<file path="src/rtl/qos_pkg.sv">
// Shared QoS definitions: band encodings, QoS-to-band mapping and the demoted QoS value.
// Used by the ingress shaper and by the wrapper's write-routing logic.
package qos_pkg;

    typedef enum logic [2:0] {
        BAND_BE   = 3'd0,
        BAND_1    = 3'd1,
        BAND_2    = 3'd2,
        BAND_3    = 3'd3,
        BAND_HIBW = 3'd4
    } band_e;

    typedef enum logic {
        ST_EMPTY = 1'b0,
        ST_PEND  = 1'b1
    } shp_state_e;

    localparam logic [3:0] QOS_DEMOTED = 4'b0000;

    // High-bandwidth flag overrides the band field.
    function automatic band_e qos_to_band(input logic [3:0] qos);
        if (qos[3]) return BAND_HIBW;
        return band_e'({1'b0, qos[2:1]});
    endfunction

    function automatic logic is_shaped(input band_e band);
        return (band == BAND_1) || (band == BAND_2) || (band == BAND_3);
    endfunction

endpackage

</file>
<file path="src/rtl/qos_token_bucket.sv">
// One shaped band's credit counter: saturating refill, consume, and a nonzero flag.
// A refill and a consume on the same edge cancel out.
module qos_token_bucket #(
    parameter int BURST = 4
) (
    input  logic iClk,
    input  logic iReset,
    input  logic iRefill,
    input  logic iConsume,
    output logic oNonZero
);
    localparam int CW = $clog2(BURST + 1);
    localparam logic [CW-1:0] FULL = CW'(BURST);

    logic [CW-1:0] r_credit;

    always_ff @(posedge iClk) begin
        if (iReset) begin
            r_credit <= FULL;
        end else if (iRefill && !iConsume) begin
            if (r_credit != FULL) r_credit <= r_credit + CW'(1);
        end else if (iConsume && !iRefill) begin
            if (r_credit != '0) r_credit <= r_credit - CW'(1);
        end
    end

    assign oNonZero = (r_credit != '0);

endmodule

</file>
<file path="src/rtl/qos_ingress_shaper.sv">
// Ingress shaper: one-entry holding register, per-band token buckets for bands 1-3,
// and paced single-cycle write pulses toward the QoS FIFO wrapper.
module qos_ingress_shaper #(
    parameter int DSIZE         = 32,
    parameter int BURST         = 4,
    parameter int REFILL_PERIOD = 8,
    parameter int WR_GAP        = 2,
    parameter int DEMOTE        = 1
) (
    input  logic             iClk,
    input  logic             iReset,
    input  logic             iValid,
    output logic             oReady,
    input  logic [DSIZE-1:0] iData,
    input  logic [3:0]       iQoS,
    input  logic             iFull,
    output logic             oWr,
    output logic [DSIZE-1:0] oWrData,
    output logic [3:0]       oQoS,
    output logic             oDemote
);
    import qos_pkg::*;

    localparam int RW = (REFILL_PERIOD > 1) ? $clog2(REFILL_PERIOD) : 1;
    localparam int GW = (WR_GAP > 0) ? $clog2(WR_GAP + 1) : 1;

    shp_state_e       r_state, w_next_state;
    logic [DSIZE-1:0] r_data;
    logic [3:0]       r_qos;
    logic [GW-1:0]    r_gap;
    logic [RW-1:0]    r_refill;
    logic             r_wr, r_demote;
    logic [DSIZE-1:0] r_wr_data;
    logic [3:0]       r_wr_qos;

    band_e      w_band;
    logic       w_shaped, w_has_credit, w_refill_tick;
    logic       w_accept, w_issue, w_demote_now, w_consume;
    logic [2:0] w_nz, w_consume_vec;

    assign w_band        = qos_to_band(r_qos);
    assign w_shaped      = is_shaped(w_band);
    assign w_refill_tick = (r_refill == RW'(REFILL_PERIOD - 1));

    // Shared refill timer; every shaped band refills on the same wrap.
    always_ff @(posedge iClk) begin
        if (iReset) r_refill <= '0;
        else        r_refill <= w_refill_tick ? '0 : r_refill + RW'(1);
    end

    for (genvar b = 0; b < 3; b++) begin : g_band
        qos_token_bucket #(.BURST(BURST)) u_bucket (
            .iClk     (iClk),
            .iReset   (iReset),
            .iRefill  (w_refill_tick),
            .iConsume (w_consume_vec[b]),
            .oNonZero (w_nz[b])
        );
    end

    always_ff @(posedge iClk) begin
        if (iReset) r_state <= ST_EMPTY;
        else        r_state <= w_next_state;
    end

    always_comb begin
        w_next_state = r_state;
        case (r_state)
            ST_EMPTY: if (w_accept) w_next_state = ST_PEND;
            ST_PEND:  if (w_issue)  w_next_state = ST_EMPTY;
            default:  w_next_state = ST_EMPTY;
        endcase
    end

    always_comb begin
        oReady        = (r_state == ST_EMPTY) && !iReset;
        w_accept      = iValid && oReady;
        w_issue       = 1'b0;
        w_demote_now  = 1'b0;
        w_consume     = 1'b0;
        w_consume_vec = '0;
        case (w_band)
            BAND_1:  w_has_credit = w_nz[0];
            BAND_2:  w_has_credit = w_nz[1];
            BAND_3:  w_has_credit = w_nz[2];
            default: w_has_credit = 1'b1;
        endcase
        if (r_state == ST_PEND && !iFull && r_gap == '0) begin
            if (!w_shaped || w_has_credit) begin
                w_issue   = 1'b1;
                w_consume = w_shaped;
            end else if (DEMOTE != 0) begin
                // Out of credit: send as best effort without touching the bucket.
                w_issue      = 1'b1;
                w_demote_now = 1'b1;
            end
        end
        w_consume_vec[0] = w_consume && (w_band == BAND_1);
        w_consume_vec[1] = w_consume && (w_band == BAND_2);
        w_consume_vec[2] = w_consume && (w_band == BAND_3);
    end

    always_ff @(posedge iClk) begin
        if (iReset) begin
            r_data    <= '0;
            r_qos     <= '0;
            r_gap     <= '0;
            r_wr      <= 1'b0;
            r_demote  <= 1'b0;
            r_wr_data <= '0;
            r_wr_qos  <= '0;
        end else begin
            if (w_accept) begin
                r_data <= iData;
                r_qos  <= iQoS;
            end
            // Gap covers the wrapper's registered full flag lagging our writes.
            if (w_issue)            r_gap <= GW'(WR_GAP);
            else if (r_gap != '0)   r_gap <= r_gap - GW'(1);
            r_wr      <= w_issue;
            r_demote  <= w_demote_now;
            r_wr_data <= w_issue ? r_data : '0;
            r_wr_qos  <= w_issue ? (w_demote_now ? QOS_DEMOTED : r_qos) : '0;
        end
    end

    assign oWr     = r_wr;
    assign oWrData = r_wr_data;
    assign oQoS    = r_wr_qos;
    assign oDemote = r_demote;

endmodule

</file>
<file path="config.mk">
export PLATFORM = sky130hd
export DESIGN_NAME = qos_ingress_shaper
export DESIGN_NICKNAME = d
export VERILOG_FILES = /design/src/rtl/qos_pkg.sv /design/src/rtl/qos_token_bucket.sv /design/src/rtl/qos_ingress_shaper.sv
export SDC_FILE = /design/constraint.sdc
export NUM_CORES = 1
export LEC_CHECK = 0
export ABC_CLOCK_PERIOD_IN_PS = 3500
export CAP_MARGIN = 15
export CORE_MARGIN = 1
export CORE_UTILIZATION = 48
export DETAILED_ROUTE_END_ITERATION = 8
export PLACE_DENSITY = 0.8
export SLEW_MARGIN = 20
export SYNTH_ARGS = -nofsm -noshare
export SYNTH_HDL_FRONTEND = slang
export SYNTH_SLANG_ARGS = --single-unit
export TNS_END_PERCENT = 1
</file>
<file path="constraint.sdc">
create_clock -name iClk -period 3.5 [get_ports iClk]
set_input_delay 0.7 -clock iClk [delete_from_list [all_inputs] [get_ports iClk]]
set_output_delay 0.7 -clock iClk [all_outputs]
set_load 0.01 [all_outputs]
</file>
* Yosys cells after proc, flatten, opt, wreduce, memory -nomap -nowiden *
Index checks and enable logic that the tools add are counted.

operators by class
  add/sub/neg operators = 8
  eq/ne operators = 10
  multiplexer cells = 26
  bitwise gates (word level) = 2
  reductions and logical operators = 42

operators by type and width
  kind                                                                   number
  3-bit two-way mux                                                      14
  2-bit nonzero test                                                     8
  1-bit logical AND                                                      13
  3-bit by 1-bit adder with 3-bit output, second input constant          4
  3-bit != test, second input constant                                   3
  3-bit AND reduction                                                    3
  3-bit nonzero test                                                     3
  3-bit by 1-bit subtractor with 3-bit output, second input constant     3
  1-bit two-way mux                                                      8
  1-bit zero test                                                        7
  3-bit by 2-bit equality test with 1-bit output, second input constant  2
  2-bit != test, second input constant                                   3
  2-bit OR reduction                                                     3
  2-bit two-way mux                                                      2
  3-bit by 1-bit equality test with 1-bit output, second input constant  1
  3-bit equality test, second input constant                             1
  1-bit logical OR                                                       3
  1-bit one-hot mux with 3 select lines                                  1
  3-bit OR reduction                                                     1
  2-bit zero test                                                        1
  1-bit NOT                                                              2
  1-bit one-hot mux with 2 select lines                                  1
  2-bit by 1-bit subtractor with 2-bit output, second input constant     1

storage, ports and cells
  register bits after elaboration = 89
  bits of input ports = 40
  output and inout port bits = 39
  word-level logic and storage cells = 101

* Depth between registers and ports, before layout *
  depth after elaboration = 14
  gate-level depth with buffers = 10
  gate-level depth less buffers = 9

* Cells and area by module *
Synthesis repeated with hierarchy kept, for this count alone.

unflattened totals
  cells, all modules = 328
  area total of the unflattened synthesis = 3111.7 um2

by module, submodules not included
  module              times used  cells an instance  area each (um2)  sequential area each (um2)
  qos_ingress_shaper  1           262                2526.2           1601.5
  qos_token_bucket    3           22                 195.2            60.1

* Worst setup path after synthesis *
No wires, ideal clock.

  path kind = input to register
  start = in iFull
  end = reg g_band[1].u_bucket.r_credit[2]
  setup time = 0.072 ns
  data arrival time = 2.795 ns
  required time = 3.428 ns
  slack = 0.633 ns
  cell stages on the path = 10
  buffers on the path = 1
  path through = or4b_4 -> buf_6 -> nor2_2 -> nand3b_1 -> ha_1 -> xnor2_1 -> ha_1 -> or3_1 -> a21boi_0 -> mux2i_1

on the way
  longest elaborated chain between the ends = 9
  elaborated cells on any way between the ends = 13
  classes of those cells = eq/ne (1); mux (2); reduce/logical (10)

ends and longest elaborated chain
  element                                                        line                      RTL
  start, declared                                                qos_ingress_shaper.sv:16  input logic iFull,
  1-bit zero test (*)                                            qos_ingress_shaper.sv:88  if (r_state == ST_PEND && !iFull && r_gap == '0) begin
  1-bit logical AND (*) (2 in series)                            qos_ingress_shaper.sv:88
  1-bit two-way mux (*)                                          qos_ingress_shaper.sv:88
  1-bit logical AND (*)                                          qos_ingress_shaper.sv:99  w_consume_vec[1] = w_consume && (w_band == BAND_2);
  1-bit zero test                                                qos_token_bucket.sv:20    end else if (iRefill && !iConsume) begin
  1-bit logical AND                                              qos_token_bucket.sv:20
  2-bit != test (no line) or 2-bit nonzero test (tied branches)  --
  3-bit AND reduction (no line)                                  --
  end signal, assigned                                           qos_token_bucket.sv:21    if (r_credit != FULL) r_credit <= r_credit + CW'(1);
  end signal, assigned                                           qos_token_bucket.sv:23    if (r_credit != '0) r_credit <= r_credit - CW'(1);
  end, declared                                                  qos_token_bucket.sv:15    logic [CW-1:0] r_credit;

Every way passes the cells marked *; elsewhere a longest branch is shown, timed or not.
A chain may end at the register's enable or synchronous reset.

* Worst setup path after layout *
Ends and elaborated chain as after synthesis.

==> flow_metrics.py <==
metrics = {
    "routing": {
        "wl_um": 6060,
        "first_iter_violations": 107,
        "routedWlPerCell_um": 12.4,
        "first_pass_iters": 4,
        "post_drt_via_cell_ratio": 5.01,
        "drt.antenna.violating_nets": 0,
        "vias": 2449,
        "drc_errors": 0,
    },
    "placement": {
        "io_buffers": 78,
        "dp.cells": 473,
        "place_congestion": 0.725,
        "place_hpwl_um": 4130,
    },
    "floorplanning": {
        "die_area_um2": 6760,
        "ios": 79,
        "start_util": 0.510,
        "core_um2": 6060,
        "die_x_um": 82.2,
        "die_h_um": 82.2,
        "rows": 28,
    },
    "synth": {
        "avgSynthCellArea_um2": 9.28,
        "synth.area.top_cells": "dfxtp_1 58%, nand2_1 9.6%, o21ai_0 6.3%",
        "synth-xor-area-share": 0.0170,
        "synth_top_area_frac": 0.577,
        "syn_inst": 333,
        "yosysTopAreaCell": "dfxtp_1",
        "ys_seq_area_frac": 0.577,
        "synth_top_family_by_area": "simple AND/OR/NAND/NOR gates",
        "synth_warnings": 0,
        "synth-simple-area-share": 0.215,
        "synth_nets": 384,
        "synth_area_um2": 3090,
        "synth_seq_cells": 89,
        "synth_compound_area_frac": 0.0935,
        "synthAdderAreaFrac": 0.0445,
        "synth_cell_types": 30,
        "synthMuxAreaShare": 0.0194,
    },
    "setup_path": {
        "timing.rr.start": "r_qos[1]",
        "r2r_cells": 9,
        "crit_path_start_kind": "primary input",
        "crit_end": "g_band[1].u_bucket.r_credit[2]",
        "critical_path_class": "in2reg",
        "r2r-end": "g_band[1].u_bucket.r_credit[2]",
        "required_ps": 3780,
        "path_max_fanout": 3,
        "crit_start": "iFull",
        "arrival_ps": 3300,
        "cp-end-kind": "flop",
        "worst-r2r-setup-slack_ps": 800,
    },
    "timing": {
        "tightest_slew_ps": 655,
        "setup_viol": 0,
        "rsz0062_at_grt": "no",
        "final_hold_viol_count": 0,
        "fin_crit_ps": 3020,
        "fin_crit_sh": 0.863,
        "clock.fmax_mhz": 331,
        "clock_skew_ps": 9.01,
        "finalSetupTns_ps": 0,
        "relSlewSlack": 0.563,
        "maxSlewViolCount": 0,
    },
    "global_routing": {
        "grt_pass1_wl_um": 10200,
        "grt_pass1_vias": 2387,
        "grt_max_degree": 38,
        "antenna_found_initial": 0,
        "gr-total-overflow": 0,
        "grt_usage": 0.200,
    },
    "cts": {
        "clk_pin_slew_ps": 80,
        "h-tree-depth": 3,
        "numCtsBuffers": 9,
        "clk_latency_ps": 350,
        "cts_setup_buffers": 0,
        "clockRootBuffer": "clkbuf_8",
        "cts_tree": "yes",
        "hold_buffers": 0,
        "cts_resized": 0,
        "clkSinkCount": 89,
        "clk_path_buf_depth": 2,
    },
    "cells_and_area": {
        "nFillCells": 515,
        "instances_no_fill": 489,
        "mostFrequentLayoutCells": "89 x dfxtp_1, 79 x nand2_1, 78 x clkdlybuf4s50_1",
        "fin_nets": 460,
        "final_common_cell": "dfxtp_1",
        "antenna_cells": 0,
        "drive_gt1_frac": 0.0676,
        "syn_to_final_growth_pct": 32.2,
    },
    "power_and_ir_drop": {
        "powerDensity_nw_per_um2": 461,
        "ir_drop_v": 0.000342,
        "power.leakage_uw": 0.00152,
    },
    "min_path": {
        "worstHoldPathType": "reg2reg",
    },
    "run_status": {
        "status": "complete, no violations",
    },
    "run": {
        "cap_violations": 0,
    },
}
kinds of logic (layout without fill, tap and decap cells):
family | count (synthesis) | in the layout
compound gates | 53 | 53
xor+xnor | 6 | 6
fa+ha+maj | 11 | 11
buf+inv | 18 | 99
flops | 89 | 89
mux | 6 | 6
simple gates | 150 | 150
where the power goes:
part,switching [uW],internal [uW]
sequential,19.6,1060
combinational,80.2,84.4
clock,358,284
total,457,1430
state kept, by name, summed over array words and instances, names as in the netlist:
signal and flops:
r_refill 3, r_data 32, g_band.u_bucket.r_credit 9, oWrData 32, oDemote 1, oQoS 4
r_state 1, r_qos 4, r_gap 2, oWr 1
cell type report:
| cell class | instances | area (um2) | area share |
|---|---|---|---|
| Sequential cell | 89 | 1780 | 0.436 |
| Clock buffer | 10 | 138 | 0.0337 |
| Multi-Input combinational cell | 226 | 1210 | 0.295 |
| Inverter | 1 | 3.75 | 0.000919 |
| Tap cell | 75 | 93.8 | 0.0230 |
| Timing Repair Buffer | 82 | 811 | 0.198 |
| Clock inverter | 6 | 51.3 | 0.0126 |
cell usage after synthesis:
cell      count
and2_1        2
nor4b_2       2
ha_1         11
nor4b_1       1
nand2_1      79
nor2_1       44
o21ai_0      39
nor3b_1       4
mux2i_1       6
clkbuf_1      6
nand3_1       2
or3_1         3
buf_1         2
o21bai_1      1
buf_2         5
nor4_1        1
xnor2_1       6
nor2b_1       6
nand3b_1      1
nor3_1        2
a31o_2        1
dfxtp_1      89
buf_6         4
o211a_1       2
a21oi_1       7
a21boi_0      3
inv_2         1
nor2_2        1
or4b_4        1
nor4_2        1
per-layer routing:
| metal | track usage | share of wire | vias up |
|---|---|---|---|
| met2 | 0.332 | 0.49 | 56 |
| met5 | 0 | 0 | - |
| met1 | 0.237 | 0.44 | 1145 |
| met3 | 0.0736 | 0.058 | 4 |
| li1 | - | - | 1244 |
| met4 | 0.0684 | 0.0088 | 0 |
per-stage QoR:
stage | hold slack, ps | area (um2) | power (uW) | utilization | setup WS [ps]
after detailed placement | 426 | 3900 | 1270 | 0.643 | 121
after floorplan | 408 | 3090 | 1190 | - | 633
after CTS | 433 | 4090 | 1910 | 0.674 | 503
after global placement | 418 | 3900 | 1260 | 0.643 | 264
after global routing | 458 | 4090 | 1990 | 0.674 | 390
final | 434 | 4090 | 1880 | 0.674 | 480
worst max-delay path: stages:
cell and delay [ps]:
clkdlybuf4s50_1 400, or4b_4 490, nor2_2 160, nand3b_1 130, ha_1 250, xnor2_1 130, ha_1 200, or3_1 340
a21boi_0 270, mux2i_1 220
worst min-delay path by stage:
| stage | start | endpoint | cells after the start |
|---|---|---|---|
| final | r_data[6] | oWrData[6] | 2 |
| after global routing | r_data[6] | oWrData[6] | 2 |
| after CTS | r_data[16] | oWrData[16] | 2 |
| after detailed placement | r_data[16] | oWrData[16] | 2 |
| after global placement | r_data[30] | oWrData[30] | 2 |
| after floorplan | r_refill[0] | r_refill[0] | 1 |
(Power assumes the default switching activity.)
